$ cat config.mk
export PLATFORM = sky130hd
export DESIGN_NAME = discus_loader
export DESIGN_NICKNAME = d
export VERILOG_FILES = /design/src/rtl/discus_loader_pkg.sv /design/src/rtl/discus_loader.sv
export SDC_FILE = /design/constraint.sdc
export NUM_CORES = 1
export LEC_CHECK = 0
export ABC_AREA = 1
export CAP_MARGIN = 30
export CORE_MARGIN = 4
export CORE_UTILIZATION = 46
export CTS_BUF_LIST = sky130_fd_sc_hd__clkbuf_16
export DETAILED_ROUTE_END_ITERATION = 10
export GPL_ROUTABILITY_DRIVEN = 0
export PLACE_DENSITY = 0.75
export SYNTH_ARGS = -nofsm -noshare
export SYNTH_HDL_FRONTEND = slang
export SYNTH_SLANG_ARGS = --single-unit
$ cat constraint.sdc
create_clock -name clk -period 1.5 [get_ports clk]
set_input_delay 0.3 -clock clk [delete_from_list [all_inputs] [get_ports clk]]
set_output_delay 0.3 -clock clk [all_outputs]
set_load 0.05 [all_outputs]
$ cat src/rtl/discus_loader_pkg.sv
// Shared opcode and state constants for the discus snoop-port loader.
// Command byte [7:6] selects the operation.
package discus_loader_pkg;

  localparam logic [1:0] OP_WPROG = 2'b00;
  localparam logic [1:0] OP_WDATA = 2'b01;
  localparam logic [1:0] OP_RDATA = 2'b10;
  localparam logic [1:0] OP_CTRL  = 2'b11;

  typedef logic [2:0] state_t;

  localparam state_t IDLE   = 3'd0;
  localparam state_t ADDR   = 3'd1;
  localparam state_t LEN    = 3'd2;
  localparam state_t WDATA  = 3'd3;
  localparam state_t RISSUE = 3'd4;
  localparam state_t RCAPT  = 3'd5;
  localparam state_t RSEND  = 3'd6;

endpackage

$ cat src/rtl/discus_loader.sv
// Host byte-stream command decoder driving the discus snoop port.
// Turns block commands into program/data writes and data read-back, and owns the CPU reset line.
module discus_loader
  import discus_loader_pkg::*;
#(
  parameter logic CPU_RESET_INIT = 1'b1
) (
  input  logic       clk,
  input  logic       reset,
  input  logic [7:0] in_data,
  input  logic       in_valid,
  output logic       in_ready,
  output logic [7:0] out_data,
  output logic       out_valid,
  input  logic       out_ready,
  output logic [7:0] snoopa,
  output logic [7:0] snoopd,
  output logic       snoopm,
  output logic       snoopp,
  input  logic [7:0] snoopq,
  output logic       cpu_reset,
  output logic       busy
);

  state_t     state;
  logic [1:0] op;
  logic [7:0] addr;
  logic [7:0] count;
  logic       in_fire;

  assign in_ready = (state == IDLE) || (state == ADDR) || (state == LEN) || (state == WDATA);
  assign in_fire  = in_valid && in_ready;
  assign busy     = (state != IDLE);

  // Strobes are one-cycle pulses registered from a WDATA accept; count holds
  // remaining transfers minus one so a length byte of 0 gives 256 transfers.
  always_ff @(posedge clk) begin
    if (reset) begin
      state     <= IDLE;
      op        <= OP_WPROG;
      addr      <= 8'd0;
      count     <= 8'd0;
      out_data  <= 8'd0;
      out_valid <= 1'b0;
      snoopa    <= 8'd0;
      snoopd    <= 8'd0;
      snoopm    <= 1'b0;
      snoopp    <= 1'b0;
      cpu_reset <= CPU_RESET_INIT;
    end else begin
      snoopm <= 1'b0;
      snoopp <= 1'b0;
      case (state)
        IDLE: begin
          if (in_fire) begin
            if (in_data[7:6] == OP_CTRL) begin
              cpu_reset <= in_data[0];
            end else begin
              op    <= in_data[7:6];
              state <= ADDR;
            end
          end
        end
        ADDR: begin
          if (in_fire) begin
            addr  <= in_data;
            state <= LEN;
          end
        end
        LEN: begin
          if (in_fire) begin
            count <= in_data - 8'd1;
            if (op == OP_RDATA) begin
              snoopa <= addr;
              state  <= RISSUE;
            end else begin
              state <= WDATA;
            end
          end
        end
        WDATA: begin
          if (in_fire) begin
            snoopa <= addr;
            snoopd <= in_data;
            snoopp <= (op == OP_WPROG);
            snoopm <= (op == OP_WDATA);
            addr   <= addr + 8'd1;
            if (count == 8'd0) begin
              state <= IDLE;
            end else begin
              count <= count - 8'd1;
            end
          end
        end
        RISSUE: begin
          state <= RCAPT;
        end
        // snoopq reflects the address presented during RISSUE
        RCAPT: begin
          out_data  <= snoopq;
          out_valid <= 1'b1;
          state     <= RSEND;
        end
        RSEND: begin
          if (out_ready) begin
            out_valid <= 1'b0;
            addr      <= addr + 8'd1;
            if (count == 8'd0) begin
              state <= IDLE;
            end else begin
              count  <= count - 8'd1;
              snoopa <= addr + 8'd1;
              state  <= RISSUE;
            end
          end
        end
        default: begin
          state <= IDLE;
        end
      endcase
    end
  end

endmodule

### Word-level counts from Yosys, hierarchy flattened

Index checks and enable logic that the tools add are counted.

* flip-flop bits (word level): 49
* input bits: 20
* output and inout port bits: 30
* word-level logic and storage cells: 82

* add/subtract/negate cells: 3
* eq/ne operators: 18
* mux-type cells: 27
* bitwise operators: 3
* reduce and logical (&&, ||, !) cells: 20

Operators by type and width (count)
* 8-bit two-way mux: 12
* 8-bit one-hot mux with 3 select lines: 3
* 3-bit two-way mux: 9
* 3-bit one-hot mux with 7 select lines: 1
* 8-bit by 1-bit subtractor with 8-bit output, second input constant: 2
* 2-bit != test, second input constant: 7
* 3-bit == test, second input constant: 3
* 3-bit nonzero test: 3
* 8-bit by 1-bit adder with 8-bit output, second input constant: 1
* 8-bit zero test: 1
* 4-bit AND reduction: 2
* 7-bit AND reduction: 1
* 3-bit by 2-bit == test with 1-bit output, second input constant: 2
* 3-bit AND reduction: 2
* 6-bit AND reduction: 1
* 2-bit == test, second input constant: 2
* 2-bit by 1-bit != test with 1-bit output, second input constant: 2
* 2-bit AND reduction: 2
* 3-bit by 1-bit == test with 1-bit output, second input constant: 1
* 3-bit zero test: 1
* 1-bit logical OR: 3
* 1-bit inverter: 3
* 3-bit OR reduction: 1
* 2-bit by 1-bit == test with 1-bit output, second input constant: 1
* 5 further kinds: 5

### Logic depth before layout (Yosys ltp)

* depth in word-level cells: 7
* mapped depth: 13
* mapped depth without buffers: 13

### Least setup slack after synthesis

Ideal clock, no wire load.

* path type: register to register
* from: register state[2]
* to: register count[4]
* library setup time: 0.120 ns
* arrival time: 1.578 ns
* data required time: 1.380 ns
* path slack: -0.197 ns
* cell stages (with the launch flop): 13
* buffers on the path: 1
* clock period less this slack: 1.697 ns
* cells stage by stage: dfxtp_1 > buf_6 > inv_4 > nand3_2 > nand2_4 > nand2_1 > nand2_2 > ha_1 > inv_1 > nor2_1 > inv_1 > o21ai_0 > a21oi_1

* cells in the longest elaborated chain, start to end: 7
* elaborated cells on any way between the ends: 15
* classes of those cells: eq/ne (7); mux (1); reduce/logical (7)

Ends and longest elaborated chain
* start: declaration: RTL line discus_loader.sv:25 `state_t state;`
* start signal: assignment: RTL line discus_loader.sv:39 `state <= IDLE;`
* start signal: assignment: RTL line discus_loader.sv:60 `state <= ADDR;`
* start signal: assignment: RTL line discus_loader.sv:67 `state <= LEN;`
* 3-bit by 1-bit == test with 1-bit output or 3-bit zero test (tied branches): RTL line discus_loader.sv:31 `assign in_ready = (state == IDLE) || (state == ADDR) || (state == LEN) || (state == WDATA);`
* 1-bit logical OR (2 in a row): RTL line discus_loader.sv:31
* 1-bit logical OR (*): RTL line discus_loader.sv:31
* named net in_ready: RTL line discus_loader.sv:12 `output logic in_ready,`
* 1-bit logical AND (*): RTL line discus_loader.sv:32 `assign in_fire = in_valid && in_ready;`
* 2-bit != test (no line)
* 4-bit AND reduction (no line) (*)
* end signal: assignment: RTL line discus_loader.sv:72 `count <= in_data - 8'd1;`
* end signal: assignment: RTL line discus_loader.sv:91 `count <= count - 8'd1;`
* end signal: assignment: RTL line discus_loader.sv:111 `count <= count - 8'd1;`
* end: declaration: RTL line discus_loader.sv:28 `logic [7:0] count;`

The timed path passes the listed nets; every way through them passes the cells marked *.
A chain may end at the register's enable or synchronous reset.

### Worst setup path in the final report

* from: register state[0]
* to: register count[7]

* cells in the longest elaborated chain, start to end: 7
* elaborated cells on any way between the ends: 15
* classes of those cells: eq/ne (7); mux (1); reduce/logical (7)

Ends and longest elaborated chain (RTL line)
* 3-bit by 1-bit == test with 1-bit output or 3-bit zero test (tied branches): discus_loader.sv:31
* 1-bit logical OR (3 in a row): discus_loader.sv:31
* 1-bit logical AND: discus_loader.sv:32
* 2-bit != test (no line)
* 4-bit AND reduction (no line)

Several ways; a longest one is shown, not always the timed one.

==> reports/results.tsv <==
metric	value	unit
status	finished with violations	
failing checks	setup timing	
Slew headroom	0.820	
metal2 WL	4010	um
Layout Skew	0.00352	ns
DR vias	2782	
hold slack	0.459	ns
die area	6550	um^2
nets	460	
clk_lat worst skew	0.29	ns
final hold violations	0	
synthesized area	2440	um^2
Synth Area in XOR/XNOR	0.0287	
initial DRC count	240	
fin crit share	1.08	
CP max stage delay	0.39	ns
synth unique cells	35	
IO Pins	50	
RSZ-0062 raised after global routing	true	
# H-tree levels	2	
clk root buf	clkbuf_16	
crit path max fanout	5	
Worst setup SP type	flip-flop	
M1 WL	3150	um
initial antenna violation count	0	
Crit. End Element	flip-flop	
chip width	80.9	um
final wirelength	7940	um
number of max-slew violations in the final report	0	
worst setup margin	-0.117	ns
Core ar.	5140	um^2
minimum clock period after layout	1.62	ns
HP Start	op[0]	
Starting Density	0.476	
vias in the first global route	2717	
proportion of layout cells with a drive suffix above 1	0.378	
I/O Buffers	49	
Primary FF master, synth	dfxtp_1	
post-synthesis mux area share	0	
Critical Path, Cell by Cell	inv_6 > nand3_4 > buf_4 > nand3_1 > nand2_2 > nor2_4 > nand3_2 > nand2_1 > nand3_1 > nand2_1 > inv_1	
remaining antenna violation count	0	
Core Rows	26	
Setup Crit Path Kind	reg -> reg	
adder-cell area share of the yosys netlist	0.0102	
largest family of logic cells by synthesized area	simple AND/OR/NAND/NOR gates	
CTS tree	done	
Cells after Synth	334	
R2R Setup Slk	-0.12	ns
Peak VDD IR	1320	uV
DP HPWL	5200	um
Residual DRC	0	
CTS Sinks	49	
TritonCTS Buffers	5	
pin count of the biggest net entering global routing	29	
RR Endpoint	count[7]	
Hold Crit Class	reg -> reg	
Synth Area in Simple Gates	0.253	
clock buffer depth	2	
syn nets	356	
Max Clock Freq	618	MHz
worst r2r src	state[0]	
grt total ovfl	0	
synthesized flop and latch total	49	
max layer used	met4	
Seq/Total Area, Yosys	0.401	
Worst Path Arrival	1.81	ns
synthesis-to-finish area growth	70.7	%
Async SR Flop Fraction	0	
routed length per instance	15.6	um
Worst Max-Slew Pin Slew	0.268	ns
first-pass iteration count of the detailed router	7	
power per cell area	2070	nW/um^2
Clock transition at path regs	0.07	ns
hold buffer count at cts	0	
Synth Area in Compound Gates	0.211	
via density per instance	5.47	
synthesis warning total	0	
Post-synth EDFFs	0	
LEAKAGE	1.75	nW
critical path required time	1.70	ns
Worst R2R Path Depth	11	
setup TNS	-0.565	ns
diode count	0	
met3 WL	531	um
Syn Area/Cell	7.32	um^2
hold depth	1	
slowest CP cell	dfxtp_4	
dpl ws	-0.306	ns
Setup violations, final	12	
Final Util	0.812	
die height	80.9	um
max_cap viols	0	
first-pass GRT wire length	12500	um
Worst Hold End	snoopp	
GRT Overall Usage	0.244	
how the worst max path moves through the flow:
stage,from,depth (start not counted),end
finish,state[0],11,count[7]
global placement,in_data[6],9,state[2]
global route,state[0],12,count[7]
CTS,state[0],11,count[4]
floorplan,state[2],12,count[4]
detailed placement,in_data[7],9,state[2]
placed cells by master (no fill, tap or decap), types with 8 or more instances in the layout:
master           Yosys  layout
nand2_1             65      46
dfxtp_1             49      45
buf_4                1      44
buf_12               0      33
inv_1               34      27
a21oi_1             28      26
nor2_1              29      24
o21ai_1              5      22
o21ai_0             39      20
clkdlybuf4s50_1      0      19
nand2_2              5      17
nand3_1             16      14
a31oi_1             14      14
buf_6                5      12
nand2_4              2       8
nor2_4               3       8
kinds of logic (layout without fill, tap and decap cells):
group,Yosys count,count (layout)
DFF,49,49
xor gates and xnor gates,8,8
buffers and inverters,50,154
adders and majority gates,2,2
AOI/OAI and AO/OA,93,94
and+or+nand+nor,132,132
per-stage QoR:
| stage | area (um^2) | power, mW | instances |
|---|---|---|---|
| 2_1_floorplan | 2520 | 4.62 | 334 |
| 3_3_place_gp | 3740 | 6.49 | 491 |
| 3_5_place_dp | 3740 | 6.62 | 491 |
| 4_1_cts | 4060 | 8.27 | 505 |
| 5_1_grt | 4170 | 9.09 | 509 |
| 6_report | 4170 | 8.64 | 509 |
power breakdown:
part	internal, mW	total, mW	leakage, nW	switching, mW
Sequential	1.72	2.21	0.402	0.487
Clock	0.790	1.31	0.0800	0.523
Combinational	2.35	5.12	1.27	2.77
Total	4.86	8.64	1.75	3.78
Yosys cell counts (2+ instances only):
cell type  count  area share
ha_1           2       0.010
xor2_1         7       0.025
dfxtp_1       49        0.40
nor2_1        29       0.045
a21oi_1       28       0.057
nand2_2        5       0.013
nand3_4        2       0.014
inv_4          2      0.0051
nor2_4         3       0.014
o21ai_1        5       0.010
o21ai_2        2      0.0072
nand3_1       16       0.033
nand2_1       65        0.10
inv_1         34       0.052
o21ai_0       39       0.080
a31oi_1       14       0.036
buf_6          5       0.023
nand2_4        2      0.0092
nor3_1         4      0.0082
clkbuf_1       6      0.0092
metal layers:
metal | vias to the layer above | GRT usage
li1 | 1316 | -
met1 | 1301 | 0.274
met2 | 135 | 0.440
met3 | 30 | 0.0576
met4 | 0 | 0.0980
met5 | - | 0
timing repair:
| item | CTS | global route |
|---|---|---|
| resized for setup | 39 | 39 |
| cloned | 0 | 1 |
| pin swaps | 17 | 14 |
| endpoints found under the setup margin | 25 | 34 |
| setup buffers | 7 | 4 |
worst max-delay path, delay by kind of cell, from the launching register on:
kind                   cells  cell delay, ns
and+or+nand+nor            8            0.84
DFF                        1            0.39
buffers and inverters      3            0.28
state kept, by name (all words and copies together) (netlist names):
| signal | flops |
|---|---|
| addr | 8 |
| count | 8 |
| cpu_reset | 1 |
| op | 2 |
| out_data | 8 |
| out_valid | 1 |
| snoopa | 8 |
| snoopd | 8 |
| snoopm | 1 |
| snoopp | 1 |
| state | 3 |
area by class of cell:
type	count	area (um^2)
flip-flops and latches	49	993
clock inverters	3	46.3
repair buffers	109	1320
clock buffers	5	125
multi-input cells	236	1440
fillers	321	966
well taps	70	87.6
inverters	37	164
Note: power is estimated with default switching activity, not from simulation.
